$ cat config.mk
export PLATFORM = sky130hd
export DESIGN_NAME = tile_board_renderer
export DESIGN_NICKNAME = d
export VERILOG_FILES = /design/src/rtl/tile_board_renderer.sv
export SDC_FILE = /design/constraint.sdc
export NUM_CORES = 1
export LEC_CHECK = 0
export BUFFER_PORTS_ARGS = -buffer_cell sky130_fd_sc_hd__buf_4
export CAP_MARGIN = 40
export CORE_MARGIN = 2
export CORE_UTILIZATION = 50
export DETAILED_ROUTE_END_ITERATION = 7
export HOLD_SLACK_MARGIN = 0.05
export PLACE_DENSITY_LB_ADDON = 0.1
export SYNTH_ARGS = -nofsm -noshare
export SYNTH_HDL_FRONTEND = slang
export SYNTH_SLANG_ARGS = --single-unit
export TNS_END_PERCENT = 1
$ cat constraint.sdc
create_clock -name clk -period 5 [get_ports clk]
set_input_delay 0.75 -clock clk [delete_from_list [all_inputs] [get_ports clk]]
set_output_delay 0.75 -clock clk [all_outputs]
set_load 0.05 [all_outputs]
$ cat src/rtl/tile_board_renderer.sv
// tile_board_renderer: pipelined board tile renderer with a frame-counted row-flash sequencer.
// Define TILE_GRID_LINES_EN to draw GRID_RGB lines on the top/left edge of empty cells.
module tile_board_renderer #(
    parameter int ORG_X = 220,
    parameter int ORG_Y = 40,
    parameter int COLS = 10,
    parameter int ROWS = 20,
    parameter int SPRITE_W = 10,
    parameter int SCALE = 1,
    parameter int KIND_W = 4,
    parameter int NUM_KINDS = 10,
    parameter int ADDR_W = 17,
    parameter logic [11:0] KEY_RGB = 12'hFFF,
    parameter logic [11:0] GRID_RGB = 12'h333,
    parameter int FLASH_PERIOD = 4,
    parameter int FLASH_TOGGLES = 6
) (
    input  logic                      clk,
    input  logic                      reset_n,
    input  logic                      p_tick,
    input  logic                      visible,
    input  logic [9:0]                pixel_x,
    input  logic [9:0]                pixel_y,
    output logic [$clog2(COLS)-1:0]   cell_x,
    output logic [$clog2(ROWS)-1:0]   cell_y,
    input  logic [KIND_W-1:0]         cell_kind,
    output logic [ADDR_W-1:0]         spr_addr,
    input  logic [11:0]               spr_data,
    input  logic [11:0]               bg_rgb,
    input  logic                      flash_start,
    input  logic [ROWS-1:0]           flash_rows,
    output logic                      flash_busy,
    output logic                      flash_done,
    output logic [11:0]               rgb_out,
    output logic                      in_board
);
    localparam int CELL_PX = SPRITE_W << SCALE;
    localparam int SUB_W = $clog2(CELL_PX);
    localparam int FC_W = $clog2(FLASH_PERIOD + 1);
    localparam int TG_W = $clog2(FLASH_TOGGLES + 1);
    localparam logic [9:0] X_LO = 10'(ORG_X);
    localparam logic [9:0] X_HI = 10'(ORG_X + COLS * CELL_PX);
    localparam logic [9:0] Y_LO = 10'(ORG_Y);
    localparam logic [9:0] Y_HI = 10'(ORG_Y + ROWS * CELL_PX);
    localparam logic [ADDR_W-1:0] SPR_SZ = ADDR_W'(SPRITE_W * SPRITE_W);
    localparam logic [ADDR_W-1:0] SPR_W = ADDR_W'(SPRITE_W);
    localparam logic [SUB_W-1:0] SUB_LAST = SUB_W'(CELL_PX - 1);

    typedef enum logic {IDLE, RUN} state_t;

    state_t state, state_n;
    logic [SUB_W-1:0] sub_x, sub_y;
    logic in_x, in_y, win0, vis0, win1, vis1, win2, vis2, empty1, empty2;
    logic v1, v2, v3, flash_off, frame_edge;
    logic [KIND_W-1:0] kind_eff;
    logic [ADDR_W-1:0] addr_n;
    logic [11:0] rgb_n;
    logic phase_on, phase_n, done_n;
    logic [FC_W-1:0] frame_cnt, fc_n;
    logic [TG_W-1:0] tog_cnt, tc_n;
    logic [ROWS-1:0] flash_rows_q, rows_n;

    assign in_x = pixel_x >= X_LO && pixel_x < X_HI;
    assign in_y = pixel_y >= Y_LO && pixel_y < Y_HI;
    assign frame_edge = p_tick && pixel_x == '0 && pixel_y == '0;
    assign flash_off = state == RUN && !phase_on;
    assign flash_busy = state == RUN || flash_done;

    // Incremental cell tracking: x re-anchors every line at ORG_X, y on each line start at ORG_Y.
    always_ff @(posedge clk or negedge reset_n) begin
        if (!reset_n) begin
            sub_x <= '0;
            cell_x <= '0;
            sub_y <= '0;
            cell_y <= '0;
            win0 <= 1'b0;
            vis0 <= 1'b0;
        end else if (p_tick) begin
            win0 <= in_x && in_y;
            vis0 <= visible;
            if (pixel_x == X_LO) begin
                sub_x <= '0;
                cell_x <= '0;
            end else if (in_x) begin
                sub_x <= sub_x == SUB_LAST ? '0 : sub_x + 1'b1;
                cell_x <= sub_x == SUB_LAST ? cell_x + 1'b1 : cell_x;
            end
            if (pixel_x == '0) begin
                if (pixel_y == Y_LO) begin
                    sub_y <= '0;
                    cell_y <= '0;
                end else if (in_y) begin
                    sub_y <= sub_y == SUB_LAST ? '0 : sub_y + 1'b1;
                    cell_y <= sub_y == SUB_LAST ? cell_y + 1'b1 : cell_y;
                end
            end
        end
    end

    always_comb begin
        kind_eff = (int'(cell_kind) >= NUM_KINDS || (flash_off && flash_rows_q[cell_y])) ? '0 : cell_kind;
        addr_n = kind_eff == '0 ? '0 :
                 ADDR_W'(kind_eff - 1'b1) * SPR_SZ + ADDR_W'(sub_y >> SCALE) * SPR_W + ADDR_W'(sub_x >> SCALE);
    end

    always_ff @(posedge clk or negedge reset_n) begin
        if (!reset_n) begin
            v1 <= 1'b0;
            v2 <= 1'b0;
            v3 <= 1'b0;
            empty1 <= 1'b0;
            win1 <= 1'b0;
            vis1 <= 1'b0;
            spr_addr <= '0;
            empty2 <= 1'b0;
            win2 <= 1'b0;
            vis2 <= 1'b0;
            rgb_out <= '0;
            in_board <= 1'b0;
        end else begin
            v1 <= p_tick;
            v2 <= v1;
            v3 <= v2;
            if (v1) begin
                empty1 <= kind_eff == '0;
                win1 <= win0;
                vis1 <= vis0;
                spr_addr <= addr_n;
            end
            if (v2) begin
                empty2 <= empty1;
                win2 <= win1;
                vis2 <= vis1;
            end
            if (v3) begin
                rgb_out <= rgb_n;
                in_board <= win2;
            end
        end
    end

`ifdef TILE_GRID_LINES_EN
    logic grid1, grid2;

    always_ff @(posedge clk or negedge reset_n) begin
        if (!reset_n) begin
            grid1 <= 1'b0;
            grid2 <= 1'b0;
        end else begin
            if (v1) grid1 <= sub_x == '0 || sub_y == '0;
            if (v2) grid2 <= grid1;
        end
    end

    always_comb
        rgb_n = !vis2 ? '0 :
                (win2 && empty2 && grid2) ? GRID_RGB :
                (!win2 || empty2 || spr_data == KEY_RGB) ? bg_rgb : spr_data;
`else
    always_comb
        rgb_n = !vis2 ? '0 : (!win2 || empty2 || spr_data == KEY_RGB) ? bg_rgb : spr_data;
`endif

    always_ff @(posedge clk or negedge reset_n) begin
        if (!reset_n) begin
            state <= IDLE;
            phase_on <= 1'b1;
            frame_cnt <= '0;
            tog_cnt <= '0;
            flash_rows_q <= '0;
            flash_done <= 1'b0;
        end else begin
            state <= state_n;
            phase_on <= phase_n;
            frame_cnt <= fc_n;
            tog_cnt <= tc_n;
            flash_rows_q <= rows_n;
            flash_done <= done_n;
        end
    end

    // A start always wins, even over a coincident frame boundary or the final toggle.
    always_comb begin
        state_n = state;
        phase_n = phase_on;
        fc_n = frame_cnt;
        tc_n = tog_cnt;
        rows_n = flash_rows_q;
        done_n = 1'b0;
        if (flash_start) begin
            state_n = RUN;
            phase_n = 1'b0;
            fc_n = '0;
            tc_n = '0;
            rows_n = flash_rows;
        end else if (state == RUN && frame_edge) begin
            if (frame_cnt == FC_W'(FLASH_PERIOD - 1)) begin
                fc_n = '0;
                phase_n = !phase_on;
                tc_n = tog_cnt + 1'b1;
                if (tog_cnt == TG_W'(FLASH_TOGGLES - 1)) begin
                    state_n = IDLE;
                    phase_n = 1'b1;
                    done_n = 1'b1;
                end
            end else begin
                fc_n = frame_cnt + 1'b1;
            end
        end
    end
endmodule

==> impl_metrics.csv <==
group,metric,value,unit
outcome,status,"finished clean",
sta,report.final.hold_viol_count,0,
placement,io_buffers,113,
drt,via_per_inst,5.36,
final_layout,finalNonFillerCells,819,
sta,layout_min_cycle_time,4.86,ns
power_and_ir_drop,pwr-share-clk,0.200,
sta,setup_viol,0,
die,rows,37,
critical_path,critPathSlowestCell,"mux4_2",
drt,vias,4386,
critical_path,crit_path_end_kind,"flop",
power_and_ir_drop,power.switching_fraction,0.379,
final_layout,area_growth,33.7,%
global_routing,antenna_found_initial,0,
job,cap_violations,0,
die,die_area,0.0116,mm²
drt,postRouteAntennaNets,0,
sta,skew,0.0159,ns
placement,place_congestion,0.869,
critical_path,criticalPathCategory,"reg2reg",
power_and_ir_drop,peakVddDrop,247,µV
die,die_w,108,µm
power_and_ir_drop,p_total,0.00276,W
power_and_ir_drop,internal-power,0.00172,W
drt,wire_per_inst,15.3,µm
clock_network,clk_latency,0.36,ns
drt,drtIter0Drc,154,
placement,hpwl,9210,µm
critical_path,reg2reg_from,"cell_y[1]",
logic_synthesis,synth_fp_nets,649,
die,ios,114,
global_routing,grt_max_degree,48,
logic_synthesis,ys_seq_elements,89,
clock_network,cts_root_buffer,"clkbuf_8",
final_layout,fill_cells,793,
critical_path,crit_fanout,5,
logic_synthesis,yosys.cell_types.count,63,
critical_path,regToRegSetupSlack,0.14,ns
logic_synthesis,syn_area,0.00538,mm²
clock_network,numCtsBuffers,9,
logic_synthesis,synth_top_flop_cell,"dfrtp_1",
final_layout,n_antenna_cell,0,
die,start_util,0.518,
clock_network,h-tree-depth,3,
sta,slew_headroom,0.441,
final_layout,drive_gt1_frac,0.363,
global_routing,grt_pass1_wl,20500,µm
logic_synthesis,yosys.area.top_type_share,0.410,
clock_network,cts_tree,"done",
final_layout,nets,799,
logic_synthesis,yosysWarnings,0,
critical_path,cp_cell_sequence,"mux4_2 > nor2_4 > a2bb2oi_4 > or2_4 > nand3_4 > ha_4 > xnor2_4 > ha_4 > fa_1 > fa_1 > ha_4 > nand2b_4 > or4_4 > nand3_4 > mux2_4 > a2111o_1 > o21ai_1",
global_routing,grt_overflow_total,0,
critical_path,crit_path_max_incr_delay,0.54,ns
logic_synthesis,synthArstFlopShare,1.00,
logic_synthesis,yosysTopAreaCell,"dfrtp_1",
power_and_ir_drop,p_switching,0.00105,W
logic_synthesis,synthTopCellsByCount,"88 x dfrtp_1, 59 x inv_1, 39 x ha_1",
logic_synthesis,ys_seq_area_frac,0.415,
drt,dr.pass1.iters,4,
logic_synthesis,avgSynthCellArea,10.2,µm²
sta,rsz0062_at_grt,"true",
sta,fin_crit_sh,0.973,
critical_path,worst_ep_arrival_time,5.14,ns
clock_network,clkSlewWorstSetupHoldPaths,0.10,ns
logic_synthesis,synth_edf_count,0,
power_and_ir_drop,comb_power_share,0.486,
global_routing,grt_pass1_vias,4396,
drt,wl,12500,µm
sta,final_max_slew_viol_count,0,
die,core,0.0104,mm²
logic_synthesis,syn_inst,529,
critical_path,rr_endpoint,"spr_addr[16]",
power_and_ir_drop,p_leak,3.48,nW
drt,drc,0,
power_and_ir_drop,p_seq_frac,0.314,
sta,tightest_slew,0.838,ns
power_and_ir_drop,power_density,384,mW/mm²
clock_network,cts_buffer_depth,2,
global_routing,track_usage,0.222,
clock_network,cts_hold_buf,0,
sta,clock.fmax,206,MHz
clock_network,clock_sinks,89,
die,die_height,108,µm
critical_path,critPathMostFrequentCell,"ha_4",
critical_path,r2r_cells,17,
logic_synthesis,post-synth-top-count-cell,"dfrtp_1",
critical_path,crit_path_start_kind,"flop",
critical_path,worstPathRequired,5.28,ns
logic_synthesis,synthTopCellsByArea,"dfrtp_1 41%, ha_1 9.1%, mux2_2 5.9%, inv_1 4.1%, mux2i_1 3.5%",
placement,dp_cells,794,
worst_hold_path,hold_class,"in2async",
per-layer routing:
layer  GRT usage  up-vias  wire, µm
met3      0.0375       13       434
met1       0.291     2118      5570
met2       0.377       82      6390
met4      0.0668        0       142
li1            -     2173         -
met5           0        -         0
sequential cells by signal, summed over array words and instances, names as in the netlist, 3 cells and up:
register      flops
flash_rows_q     20
spr_addr         17
rgb_out          12
cell_y            5
sub_x             5
sub_y             5
cell_x            4
frame_cnt         3
tog_cnt           3
layout by cell type (no fill, tap or decap), drive strengths merged, types with 6 or more instances in the layout:
cell | synthesis | routed
dfrtp | 88 | 88
buf | 5 | 157
nand2 | 28 | 28
a21oi | 18 | 18
nand4 | 9 | 9
xor2 | 12 | 12
fa | 8 | 8
clkbuf | 13 | 9
xnor2 | 12 | 12
o22ai | 27 | 27
nand2b | 7 | 7
nand3 | 13 | 13
nor3 | 7 | 7
o21ai | 35 | 35
inv | 59 | 60
nor2b | 6 | 6
mux2 | 29 | 29
nor2 | 29 | 29
ha | 39 | 39
mux2i | 19 | 19
kinds of logic (layout without fill, tap and decap cells):
kind of cell | Yosys count | after routing | share of synthesized area
compound gates | 121 | 121 | 0.147
xor+xnor | 24 | 24 | 0.0391
fa+ha+maj | 47 | 47 | 0.121
buf+inv | 77 | 231 | 0.0575
flops | 89 | 89 | 0.415
mux | 50 | 50 | 0.107
simple gates | 121 | 121 | 0.114
what timing repair did:
item,4_1_cts,5_1_grt
pin swaps,0,16
resized for setup,3,22
setup endpoints to repair,6,7
buffers inserted,0,10
endpoints found under the hold margin,0,0
how the worst max path moves through the flow:
stage	to	from	slack, ns
global placement	spr_addr[13]	cell_y[1]	-0.03
finish	spr_addr[16]	cell_y[1]	0.14
detailed placement	spr_addr[13]	cell_y[1]	-0.11
CTS	spr_addr[16]	cell_y[1]	0.03
floorplan	spr_addr[14]	cell_y[1]	-0.22
global route	spr_addr[15]	cell_y[1]	-0.07
critical path, delay by kind of cell (launching register included):
family                     cells  cell delay, ns
AOI/OAI and AO/OA              3            0.68
xor gates and xnor gates       1            0.24
adders and majority gates      5            1.63
DFF                            1            0.42
muxes                          2            0.83
and+or+nand+nor                6            0.98
through the flow:
stage | setup TNS, ns | instance area [µm²] | setup WS, ns | hold slack [ns] | util
4_1_cts | 0 | 6950 | 0.0318 | 0.383 | 0.670
3_3_place_gp | -0.0480 | 6720 | -0.0308 | 0.445 | 0.648
2_1_floorplan | -1.02 | 5550 | -0.218 | 0.382 | -
3_5_place_dp | -0.492 | 6720 | -0.113 | 0.454 | 0.648
5_1_grt | -0.322 | 7190 | -0.0713 | 0.393 | 0.693
6_report | 0 | 7190 | 0.136 | 0.364 | 0.693
final cells by class:
cell class / instances / area [µm²] / area share
clock buffer: 9 / 124 / 0.0172
clock inverter: 6 / 91.3 / 0.0127
inverter: 59 / 221 / 0.0308
multi-input combinational: 363 / 3170 / 0.441
sequential: 89 / 2230 / 0.311
tap: 136 / 170 / 0.0237
timing repair buffer: 157 / 1180 / 0.164
power groups by stage:
stage	logic, W	registers (W)	clock network (W)
6_report	0.00134	0.000868	0.000551
5_1_grt	0.00146	0.000881	0.000597
4_1_cts	0.00122	0.000868	0.000563
3_5_place_dp	0.00120	0.000883	0
3_3_place_gp	0.00118	0.000879	0
2_1_floorplan	0.000667	0.00106	0
Note: power is estimated with default switching activity, not from simulation.
